`config.mk`:
```
export PLATFORM = sky130hd
export DESIGN_NAME = mux21_arbiter
export DESIGN_NICKNAME = d
export VERILOG_FILES = /design/src/rtl/mux21_arbiter.sv
export SDC_FILE = /design/constraint.sdc
export NUM_CORES = 1
export LEC_CHECK = 0
export ABC_AREA = 0
export CAP_MARGIN = 20
export CORE_MARGIN = 3
export CORE_UTILIZATION = 44
export DETAILED_ROUTE_END_ITERATION = 10
export GPL_TIMING_DRIVEN = 1
export HOLD_SLACK_MARGIN = 0.15
export PLACE_DENSITY = 0.88
export SETUP_SLACK_MARGIN = 0.05
export SLEW_MARGIN = 15
export SYNTH_ARGS = -nofsm -noshare
export SYNTH_HDL_FRONTEND = slang
export SYNTH_SLANG_ARGS = --single-unit
```
`constraint.sdc`:
```
create_clock -name clk -period 3.1 [get_ports clk]
set_clock_uncertainty 0.15 [all_clocks]
set_input_delay 0.465 -clock clk [delete_from_list [all_inputs] [get_ports clk]]
set_output_delay 0.465 -clock clk [all_outputs]
set_load 0.01 [all_outputs]
```
`src/rtl/mux21_arbiter.sv`:
```
// mux21_arbiter: merges the class-0 and class-1 FIFOs into one registered
// DATA_W stream. The arbiter is round-robin with a burst limit of BURST_LEN
// pops per turn. The input side uses a combinational pop handshake, and the
// output side is a registered push that stalls on pause.
// Optional build macro: MUX21_FIXED_PRIO_EN selects fixed priority to class 0.
// In that build, last_grant and the burst limit are not used.
module mux21_arbiter #(
  parameter int DATA_W    = 10,
  parameter int BURST_LEN = 4
) (
  input  logic              clk,
  input  logic              reset,
  input  logic              fifo_empty_0,
  input  logic              fifo_empty_1,
  input  logic [DATA_W-1:0] in0,
  input  logic [DATA_W-1:0] in1,
  input  logic              pause,
  output logic              pop_0,
  output logic              pop_1,
  output logic [DATA_W-1:0] out,
  output logic              push
);
  localparam int CNT_W = (BURST_LEN > 1) ? $clog2(BURST_LEN) : 1;
  localparam logic [CNT_W-1:0] CNT_MAX = CNT_W'(BURST_LEN - 1);

  typedef enum logic [1:0] {IDLE, GRANT0, GRANT1} state_t;

  state_t           state, state_nxt;
  logic [CNT_W-1:0] burst_cnt, cnt_nxt;
  logic             last_grant, lg_nxt;
  logic             ne0, ne1;

  assign ne0 = !fifo_empty_0;
  assign ne1 = !fifo_empty_1;

  // A pop only happens from the granted, non-empty FIFO when downstream has room.
  assign pop_0 = (state == GRANT0) & ne0 & !pause & !reset;
  assign pop_1 = (state == GRANT1) & ne1 & !pause & !reset;

`ifdef MUX21_FIXED_PRIO_EN
  // Fixed priority: class 0 preempts class 1 at the next word boundary.
  always_comb begin
    state_nxt = state;
    cnt_nxt   = burst_cnt;
    lg_nxt    = last_grant;
    if (!pause) begin
      unique case (state)
        IDLE:    if (ne0)      state_nxt = GRANT0;
                 else if (ne1) state_nxt = GRANT1;
        GRANT0:  if (!ne0)     state_nxt = ne1 ? GRANT1 : IDLE;
        GRANT1:  if (ne0)      state_nxt = GRANT0;
                 else if (!ne1) state_nxt = IDLE;
        default: state_nxt = IDLE;
      endcase
    end
  end
`else
  // Round-robin: switch on burst expiry or when the served FIFO runs dry.
  // pause freezes state and burst_cnt.
  always_comb begin
    state_nxt = state;
    cnt_nxt   = burst_cnt;
    lg_nxt    = last_grant;
    if (!pause) begin
      unique case (state)
        IDLE: if (ne0 || ne1) begin
          cnt_nxt = '0;
          if (last_grant) state_nxt = ne0 ? GRANT0 : GRANT1;
          else            state_nxt = ne1 ? GRANT1 : GRANT0;
        end
        GRANT0: if (ne0) begin
          if (burst_cnt == CNT_MAX) begin
            cnt_nxt = '0;
            if (ne1) begin
              state_nxt = GRANT1;
              lg_nxt    = 1'b0;
            end
          end else begin
            cnt_nxt = burst_cnt + CNT_W'(1);
          end
        end else begin
          cnt_nxt = '0;
          if (ne1) begin
            state_nxt = GRANT1;
            lg_nxt    = 1'b0;
          end else begin
            state_nxt = IDLE;
          end
        end
        GRANT1: if (ne1) begin
          if (burst_cnt == CNT_MAX) begin
            cnt_nxt = '0;
            if (ne0) begin
              state_nxt = GRANT0;
              lg_nxt    = 1'b1;
            end
          end else begin
            cnt_nxt = burst_cnt + CNT_W'(1);
          end
        end else begin
          cnt_nxt = '0;
          if (ne0) begin
            state_nxt = GRANT0;
            lg_nxt    = 1'b1;
          end else begin
            state_nxt = IDLE;
          end
        end
        default: state_nxt = IDLE;
      endcase
    end
  end
`endif

  // State register plus the one-stage output register.
  // The popped word is pushed on the next cycle.
  always_ff @(posedge clk) begin
    if (reset) begin
      state      <= IDLE;
      burst_cnt  <= '0;
      last_grant <= 1'b1;
      push       <= 1'b0;
      out        <= '0;
    end else begin
      state      <= state_nxt;
      burst_cnt  <= cnt_nxt;
      last_grant <= lg_nxt;
      push       <= pop_0 | pop_1;
      if (pop_0)      out <= in0;
      else if (pop_1) out <= in1;
    end
  end
endmodule

```
==> results.toml, run 1 <==
[setup_path]
reg2reg_to = "state[1]$_SDFFE_PP0P_"
crit_required_ns = 2.48
arrival_ns = 2.19
rrSetupSlack_ns = 1.18
crit_fanout = 15
path_buf_inv = 2
path_cells = "clkdlybuf4s50_1, nand2b_4, nor3_1, clkdlybuf4s50_1"
cp_top_family = "buffers and inverters"
crit_top_cell = "clkdlybuf4s50_1"
path_class = "input pin to output pin"
cp-start-kind = "input pin"
setup.worst_path.end_class = "output pin"
r2r_start = "state[1]$_SDFFE_PP0P_"
cpMaxStageDelayCell = "clkdlybuf4s50_1"
slowest_delay_ns = 0.63
reg2reg_depth = 6

[synth]
synth_top_family_by_area = "compound AO/OA/AOI/OAI gates"
synth-simple-area-share_pct = 22.6
syn_area_um2 = 858
synth.distinct_cells = 27
synthAdderAreaFrac_pct = 8.75
ys_seq_area_share_pct = 37.3
synthCells = 101
synth-seq-cells = 16
async_reset_ff_share_pct = 0
ys_warn_count = 0
avgSynthCellArea_um2 = 8.50
syn_nets = 132
synth_flop_cell = "dfxtp_1"
muxShareOfSynthArea_pct = 2.48
synth_edf_count = 0
synth_xor_area_share_pct = 0
synth_compound_area_share_pct = 25.1

[sta]
fin_crit_sh_pct = 90.4
fmaxAchievable_mhz = 357
slew_violations = 0
hold_viol = 0
rsz0062_at_grt = "false"
tightest_slew_ns = 0.410
final.min_clock_period_ns = 2.80
finalSetupViolCount = 0
fin_setup_tns_ns = 0
slew_headroom_pct = 72.6

[cts]
cts_max_path_buffers = 2
clkTransAtPathRegs_ns = 0.08
insertion_delay_ns = 0.29
htree_levels = 1
clock_sinks = 16
post_cts_resized = 0
postCtsSetupBuffers = 0
postCtsHoldBufs = 0
cts_tree = "built"
cts_buffers = 3
clockRootBuffer = "clkbuf_4"

[placement]
place_area_mm2 = 0.00126
dpl.hpwl_um = 1840
gp_congestion = 0.874
io_buffers = 37
dp_cells = 161

[drt]
viasPerCell = 5.35
vias = 883
initialDrtViolationCount = 7
wl_per_cell_um = 15.4
drc = 0
routed_wl_um = 2550
ant_nets = 0
dr.pass1.iters = 4

[worst_hold_path]
hp-class = "register to register"
whs_path_depth = 2
hp-start = "burst_cnt[1]$_SDFFE_PP0P_"
hold_end = "burst_cnt[1]$_SDFFE_PP0P_"

[floorplanning]
dieWidth_um = 50.2
core_mm2 = 0.00178
rows = 15
io_pins = 38
dieArea_mm2 = 0.00252
initial_core_util_pct = 48.1
die_h_um = 50.2

[power_and_ir_drop]
switchingPower_mw = 0.125
p_clk_share_pct = 28.4
p_seq_share_pct = 46.7
leakagePower_nw = 0.495
pwr-share-comb_pct = 24.9
powerDensity_mw_per_mm2 = 369
p_int_mw = 0.352
ir_drop_uv = 232
total_power_mw = 0.477
switching_share_pct = 26.3

[global_routing]
grt_pass1_vias = 867
track_usage_pct = 20.7
grt_pass1_wl_um = 3950
antenna_found_initial = 0
grt-ovfl-total = 0
grt_max_degree = 16

[layout]
finish.utilization_pct = 72.6
antennaDiodeCount = 0
nNetsFinal = 172
stdcell_count = 165
final_area_mm2 = 0.00129
drive_above_1_share_pct = 7.86
area_growth_pct = 50.7

[outcome]
status = "complete, no violations"

[job]
cap_violations = 0
-- how the worst max path moves through the flow --
stage	slack (ns)	to	depth (start not counted)	startpoint
after floorplan	1.35	pop_0	5	state[1]$_SDFFE_PP0P_
after global placement	0.43	pop_0	4	fifo_empty_0
after detailed placement	0.41	pop_0	4	fifo_empty_0
after CTS	0.34	pop_0	4	fifo_empty_0
after global routing	0.27	pop_0	4	fifo_empty_0
final	0.30	pop_0	4	fifo_empty_0
-- cells by family (layout without fill, tap and decap cells) --
logic type / after synthesis / in the layout
flops: 16 / 16
compound gates: 32 / 32
buf+inv: 8 / 47
fa+ha+maj: 6 / 6
simple gates: 37 / 37
mux: 2 / 2
-- worst reg2reg max path: cells and delay by family, from the launching register on --
| kind | cells | cell delay (ns) |
|---|---|---|
| flops | 1 | 0.39 |
| mux | 1 | 0.35 |
| buf+inv | 1 | 0.09 |
| fa+ha+maj | 1 | 0.25 |
| simple gates | 2 | 0.43 |
| compound gates | 1 | 0.14 |
-- registers in the layout (all words and copies together) (netlist names) --
name	count
burst_cnt	2
last_grant	1
out	10
push	1
state	2
-- cell type report --
cell class | count | area, um^2
Multi-Input combinational cell | 77 | 505
Fill cell | 141 | 489
Timing Repair Buffer | 39 | 385
Sequential cell | 16 | 320
Clock buffer | 4 | 36.3
Tap cell | 25 | 31.3
Inverter | 4 | 15.0
-- metal layers --
metal / wire length (um) / part of all wire [%] / GRT usage, % / vias to the layer above
li1: - / - / - / 442
met1: 1070 / 42 / 23.2 / 406
met2: 1260 / 50 / 35.7 / 25
met3: 93 / 3.7 / 5.34 / 10
met4: 119 / 4.7 / 10.6 / 0
met5: 0 / 0 / 0 / -
-- cell usage in the layout (no fill, tap or decap), types with 2 or more instances in the layout --
master / count
clkdlybuf4s50_1: 37
a21oi_1: 16
dfxtp_1: 16
nor2_1: 14
o2bb2ai_1: 9
nand2_1: 8
ha_1: 6
inv_1: 4
nor3_1: 3
nand2b_1: 3
clkbuf_4: 3
nand2b_4: 2
nand4_1: 2
buf_4: 2
-- power by group through the flow --
stage | clock network, mW | logic, mW | registers, mW
global route | 0.148 | 0.128 | 0.224
global placement | 0 | 0.114 | 0.226
finish | 0.136 | 0.119 | 0.223
floorplan | 0 | 0.0537 | 0.229
CTS | 0.139 | 0.118 | 0.223
detailed placement | 0 | 0.116 | 0.228
-- cell usage after synthesis (2+ instances only) --
master     number  area, um^2
buf_2           2        10.0
nor3_1          3        15.0
inv_1           4        15.0
a21oi_1        16        80.1
nor2_1         14        52.6
nand2b_1        3        18.8
nand2_1         8        30.0
o2bb2ai_1       9        78.8
nand2b_4        2        27.5
nand4_1         2        12.5
ha_1            6        75.1
dfxtp_1        16         320
clkbuf_1        2        7.51
-- metrics by stage --
stage	worst slack, ns	hold WS, ns
2_1_floorplan	1.35	0.286
3_3_place_gp	0.434	0.297
3_5_place_dp	0.408	0.302
4_1_cts	0.336	0.321
5_1_grt	0.275	0.343
6_report	0.299	0.317
Note: power is estimated with default switching activity, not from simulation.
==> run 2, diff against run 1 <==
- HOLD_SLACK_MARGIN: 0.15 -> 0.08
==> results of run 2 <==
The final DEF is identical to that of run 1; final timing and power are the same.
==> run 3, diff against run 2 <==
- CORE_UTILIZATION: 44 -> 47
- DONT_BUFFER_PORTS: not set -> 1
- PLACE_DENSITY: 0.88 -> 0.66
==> run 3 against run 2 <==
  * Count of clock-buffer cells in the layout unchanged
  * Global-route usage down 3.6 points
  * Final area down 28%
  * Critical path type is now register to output pin
  * Largest power group unchanged
==> results.toml, run 3 (synthesized netlist as in run 1, its figures left out) <==
[drt]
initialDrtViolationCount = 19
wl_per_cell_um = 14.8
dr.pass1.iters = 4
vias = 745
routed_wl_um = 1900
viasPerCell = 5.82
drc = 0
ant_nets = 0

[setup_path]
crit_fanout = 15
crit_required_ns = 2.48
setup.worst_path.end_class = "output pin"
path_buf_inv = 2
reg2reg_depth = 6
slowest_delay_ns = 0.35
path_cells = "inv_1, ha_1, nand2b_4, nor3_1, buf_4"
cp_top_family = "flip-flops"
cpMaxStageDelayCell = "dfxtp_1"
path_class = "register to output pin"
cp.depth = 5
cp-start-kind = "register"
arrival_ns = 1.54

[sta]
hold_viol = 0
fin_crit_sh_pct = 69.6
final.min_clock_period_ns = 2.16
slew_headroom_pct = 75.8
finalSetupViolCount = 0
fin_setup_tns_ns = 0
slew_violations = 0
rsz0062_at_grt = "false"
tightest_slew_ns = 0.362
fmaxAchievable_mhz = 463

[cts]
clkTransAtPathRegs_ns = 0.10
cts_tree = "built"
insertion_delay_ns = 0.30
htree_levels = 1
clockRootBuffer = "clkbuf_4"
postCtsSetupBuffers = 0
cts_buffers = 3
post_cts_resized = 0
postCtsHoldBufs = 1
clock_sinks = 16
cts_max_path_buffers = 2

[layout]
antennaDiodeCount = 0
finish.utilization_pct = 57.8
layout_common_cells = "16 x a21oi_1, 16 x dfxtp_1, 14 x nor2_1"
nNetsFinal = 136
reg_top3 = "out (10), burst_cnt (2), state (2)"
regMostFlops = "out"
largest_reg_flops = 10
area_growth_pct = 8.60
drive_above_1_share_pct = 10.6

[job]
cap_violations = 0

[global_routing]
grt_pass1_wl_um = 3170
grt_max_degree = 16
antenna_found_initial = 0
grt_pass1_vias = 703
track_usage_pct = 17.1
grt-ovfl-total = 0

[floorplanning]
dieArea_mm2 = 0.00238
initial_core_util_pct = 53.3
dieWidth_um = 48.7
core_mm2 = 0.00161
rows = 14
io_pins = 38
die_h_um = 48.7

[power_and_ir_drop]
leakagePower_nw = 0.361
powerDensity_mw_per_mm2 = 462
ir_drop_uv = 271

[placement]
io_buffers = 0
dpl.hpwl_um = 1380
gp_congestion = 0.855

[worst_hold_path]
hp-class = "input pin to register"
whs_path_depth = 1

[outcome]
status = "complete, no violations"
-- run 3: cell types whose count changed in the layout (fill, tap and decap cells not counted) --
cell / previous run / this run
dlygate4sd3_1: 0 / 1
clkdlybuf4s50_1: 37 / 0
-- run 3: through the flow --
stage	hold slack, ns	instance area [um^2]	power, mW	worst slack [ns]	cells
floorplan	0.286	858	0.283	1.35	101
global route	0.0997	932	0.453	0.818	128
detailed placement	0.304	886	0.294	1.27	123
finish	0.113	932	0.431	0.942	128
CTS	0.114	932	0.434	0.958	128
global placement	0.292	886	0.293	1.34	123
-- run 3: final cells by class --
cell class	instances	area, um^2
fillers	143	679
multi-input cells	77	505
flip-flops and latches	16	320
clock buffers	4	36.3
well taps	24	30.0
repair buffers	3	25.0
inverters	4	15.0
-- run 3: worst reg2reg max path: stages, from the launching register on --
cell      delay, ns
dfxtp_1        0.39
inv_1          0.10
ha_1           0.24
nand2b_4       0.19
a21oi_2        0.10
nor3_2         0.24
mux2_1         0.34
-- run 3: worst paths after layout --
kind,slack (ns),endpoint,from
worst max-delay path,0.94,pop_0,state[1]$_SDFFE_PP0P_
worst min register to register,0.31,burst_cnt[1]$_SDFFE_PP0P_,burst_cnt[1]$_SDFFE_PP0P_
worst max register to register,1.25,state[1]$_SDFFE_PP0P_,state[1]$_SDFFE_PP0P_
worst min-delay path,0.11,out[2]$_SDFFE_PP0P_,reset
-- run 3: where the power goes --
group,switching [mW],total [mW],internal [mW]
clock network,0.0677,0.139,0.0716
logic,0.0361,0.0646,0.0285
registers,0.0110,0.227,0.216
-- run 3: metal layers --
metal,global-route usage (%),up-vias,wire (um)
met1,23.0,339,859
met3,9.20,5,194
li1,-,373,-
met4,7.58,0,27
met5,0,-,0
met2,22.2,28,819
==> edit 1: new RTL, flow settings as in run 2 <==
The option `MUX21_FIXED_PRIO_EN` is turned on by a define.
--- a/src/rtl/mux21_arbiter.sv
+++ b/src/rtl/mux21_arbiter.sv
@@ -4,6 +4,8 @@
 // output side is a registered push that stalls on pause.
 // Optional build macro: MUX21_FIXED_PRIO_EN selects fixed priority to class 0.
 // In that build, last_grant and the burst limit are not used.
+`define MUX21_FIXED_PRIO_EN
+
 module mux21_arbiter #(
   parameter int DATA_W    = 10,
   parameter int BURST_LEN = 4
Formal check against the unedited RTL: not equivalent (a bounded check fails within 4 cycles, from zero or initial values and one cycle with reset high).
==> edit 1 against run 2 <==
- wire length is 24% lower
- cell area is 14% lower
- worst setup slack better by 14 ps
- synthesized area is 19% lower
- die area is 17% lower
- sequential cell count is 3 lower
- total power is 26% lower
==> edit 1: results (changes against run 2) <==
metric,value,unit,change
status,completed,,
fin cells,132,,-20%
drt wl/cell,14.6,um,-5.3%
post-synthesis net count,103,,-22%
first-pass GRT wire length,3080,um,-22%
grt met2 use,0.315,,-0.0418
sequential fraction of the synthesis area,0.374,,+0.000923
vias in the first global route,726,,-16%
dpl ws,315,ps,-92.6 ps
total track usage,0.205,,-0.00213
Clock power frac,0.298,,+0.014
max_slew headroom,0.704,,-0.0216
commonest cells in the netlist,"dfxtp_1, inv_1, a221oi_1, o32ai_1, nand2b_1",,
CP peak stage delay,580,ps,-50 ps
GR Util met3,0.0672,,+0.0138
Area contributors post-synth,"dfxtp_1, a221oi_1, o32ai_1",,
crit path DAT,2170,ps,-20 ps
"CTS clk-pin slew, worst paths",80,ps,about the same
Post-DP Area,0.00108,mm2,-14%
GP Congestion,0.773,,-12%
HPWL after DPL,1450,um,-21%
CP max-delay cell,or4_4,,
Largest regs,"out (10), state (2), push (1)",,
Worst VDD drop,0.000264,V,+14%
logic gate share of total power,0.204,,-0.045
Post-Synth Adder-Cell Area,0,,-0.0875
synth unique cells,22,,-19%
M1 WL,800,um,-25%
Synth Area in Compound Gates,0.291,,+0.0406
"Max FO, Critical Path",7,,-8
Final #Nets,143,,-17%
largest net degree at the start of global routing,19,,+3
drt via density,5.72,,+6.9%
antenna cells,0,,unchanged
GR Util met1,0.260,,+0.0271
WL met3,206,um,+120%
share of cells above drive strength 1,0.103,,+0.0240
sw frac,0.246,,-0.0168
Cell Int Power,0.266,mW,-24%
worst skew pair latency,270,ps,-20 ps
Lkg Pwr,0.380,nW,-23%
[edit 1: cell types whose count changed after synthesis, sizes merged, moves of 3 or more]
cell / run 2 / this run
a21oi: 17 / 1
nor2: 15 / 4
a221oi: 0 / 9
inv: 4 / 13
o2bb2ai: 9 / 0
o32ai: 1 / 9
ha: 6 / 0
nand2: 8 / 2
nor3: 4 / 0
dfxtp: 16 / 13
nand2b: 5 / 8
[edit 1: layout make-up]
| type | instances | area (um2) |
|---|---|---|
| inverter | 13 | 48.8 |
| tap | 15 | 18.8 |
| sequential | 13 | 260 |
| timing repair buffer | 40 | 393 |
| fill | 100 | 273 |
| clock buffer | 4 | 26.3 |
| multi-input combinational | 47 | 363 |
[edit 1: path summary, 6_finish.rpt]
kind	to	depth (start not counted)	startpoint	slack, ps
max	pop_0	4	reset	310
min	out[2]	2	out[2]	320
max reg2reg	out[3]	4	state[1]	1540
min reg2reg	out[2]	2	out[2]	320
==> edit 2: new RTL, flow settings as in run 2 <==
Made on the original files. The 3 states of `state_t` get a one-hot encoding in 3 bits.
--- a/src/rtl/mux21_arbiter.sv
+++ b/src/rtl/mux21_arbiter.sv
@@ -23,7 +23,7 @@
   localparam int CNT_W = (BURST_LEN > 1) ? $clog2(BURST_LEN) : 1;
   localparam logic [CNT_W-1:0] CNT_MAX = CNT_W'(BURST_LEN - 1);
 
-  typedef enum logic [1:0] {IDLE, GRANT0, GRANT1} state_t;
+  typedef enum logic [2:0] {IDLE = 3'b001, GRANT0 = 3'b010, GRANT1 = 3'b100} state_t;
 
   state_t           state, state_nxt;
   logic [CNT_W-1:0] burst_cnt, cnt_nxt;
Formal check against the unedited RTL: no difference found for any inputs over 10 cycles, from zero or initial values and one cycle with reset high; not proved beyond that.
==> edit 2 against run 2 <==
- synthesized area is 15% higher
- worst hold slack better by 5.3 ps
- fmax is 5.0% higher
- sequential power is 7% higher
- total power is 2.5% lower
- wire length is 3.3% higher
- non-clock buffer count is 4 higher
- cell count is 8.5% higher
- register-to-register slack worse by 80 ps
- cell area is 9.6% higher
- sequential cell count is 1 higher
- count of clock-buffer cells in the layout is 1 lower
- worst setup slack better by 130 ps
- via count is 14% higher
- highest routed layer unchanged
==> edit 2: results (changes against run 2) <==
metric,value,unit,change
"FFs w/ async S/R, synth",0,,unchanged
CTS buffer count,3,,unchanged
WL final,2630,um,+3.3%
CP peak stage delay,590,ps,-40 ps
CTS max path bufs,2,,unchanged
clock root cell,clkbuf_4,,
max_slew headroom,0.651,,-0.0748
Hold Path Class,reg -> reg,,
drt via density,5.65,,+5.5%
WL met3,213,um,+130%
crit path DAT,2050,ps,-140 ps
largest net degree at the start of global routing,21,,+5
met2 routed wirelength,1340,um,+5.9%
Largest regs,"out (10), state (3), burst_cnt (2)",,
Final #Nets,179,,+4.1%
Hold Path Depth,2,,unchanged
post_cts resized,0,,unchanged
M1 WL,1020,um,-4.6%
"Max FO, Critical Path",4,,-11
antenna cells,0,,unchanged
sequential fraction of the synthesis area,0.345,,-0.0284
"most common cell after layout, fill and taps aside",clkdlybuf4s50_1,,
Lkg Pwr,0.482,nW,-2.5%
"CTS clk-pin slew, worst paths",100,ps,+20 ps
GP Congestion,0.824,,-5.7%
post-synthesis net count,142,,+7.6%
H-Tree Depth,1,,unchanged
antenna violations before repair,0,,unchanged
CP max-delay cell,clkdlybuf4s50_1,,
status,completed,,
worst skew pair latency,300,ps,
starting DRC count in detailed routing,21,,+14
synth unique cells,34,,+26%
Worst VDD drop,0.000254,V,+9.2%
Crit path max-delay family,buffers and inverters,,
share of cells above drive strength 1,0.0921,,+0.0135
first-pass GRT wire length,4240,um,+7.5%
top layer used by detailed routing,met4,,
Post-DP Area,0.00139,mm2,+11%
Area contributors post-synth,"dfxtp_1, mux2i_1, a211oi_1",,
Reg2Reg Depth,6,,unchanged
fill count,188,,+33%
total track usage,0.210,,+0.00244
vias in the first global route,975,,+12%
Mapped Avg Cell Area,8.51,um2,+0.14%
drt wl/cell,14.7,um,-4.8%
commonest cells in the netlist,"dfxtp_1, nor2_1, mux2i_1, a211oi_1",,
Yosys warning count,0,,unchanged
Final Hold Viols,0,,unchanged
Pre-antenna DRT Iters,4,,unchanged
PortBufs,37,,unchanged
dpl ws,465,ps,+57.6 ps
HPWL after DPL,2020,um,+9.7%
post-CTS setup buffers,0,,unchanged
[edit 2: cell types whose count changed in the layout (fill, tap and decap cells not counted), moves of 3 or more]
cell              run 2  this run
a211oi_1              0         9
nor3b_1               0         4
o2bb2ai_1             9         1
nor2_1               14        17
a21oi_1              16         6
buf_4                 2         6
mux2i_1               1        11
ha_1                  6         1
[edit 2: final timing paths]
kind | startpoint | to | slack, ps
worst max-delay path | fifo_empty_1 | pop_1 | 430
worst min-delay path | last_grant | last_grant | 320
worst max register to register | state[2] | out[3] | 1100
worst min register to register | last_grant | last_grant | 320
[edit 2: worst register-to-register path: cells and delay by family (launching register included)]
kind	cells	cell delay, ps
AND/OR/NAND/NOR	4	720
flip-flops	1	540
buffers and inverters	1	260
AO/OA/AOI/OAI	1	240
[edit 2: final cells by class]
cell class              instances  area, um2  area share
clock inverters                 1       5.00     0.00353
multi-input cells              84        586       0.413
clock buffers                   3       22.5      0.0159
flip-flops and latches         17        340       0.240
inverters                       4       15.0      0.0106
well taps                      27       33.8      0.0238
repair buffers                 43        415       0.293
[edit 2: kinds of logic after synthesis]
family                   after synthesis  share of synthesized area
multiplexers                          11                      0.112
AND/OR/NAND/NOR                       41                      0.212
flip-flops                            17                      0.345
adder cells (fa/ha/maj)                1                     0.0127
buffers and inverters                 15                     0.0722
AO/OA/AOI/OAI                         30                      0.238
XOR/XNOR                               1                    0.00887
[edit 2: layer usage]
layer	GRT usage	up-vias
li1	-	493
met4	0.115	0
met1	0.227	462
met5	0	-
met2	0.369	50
met3	0.0479	6
[edit 2: power breakdown]
group	switching [mW]	total, mW	internal, mW
sequential	0.0136	0.238	0.224
clock	0.0727	0.121	0.0481
combinational	0.0481	0.107	0.0589
total	0.134	0.465	0.331
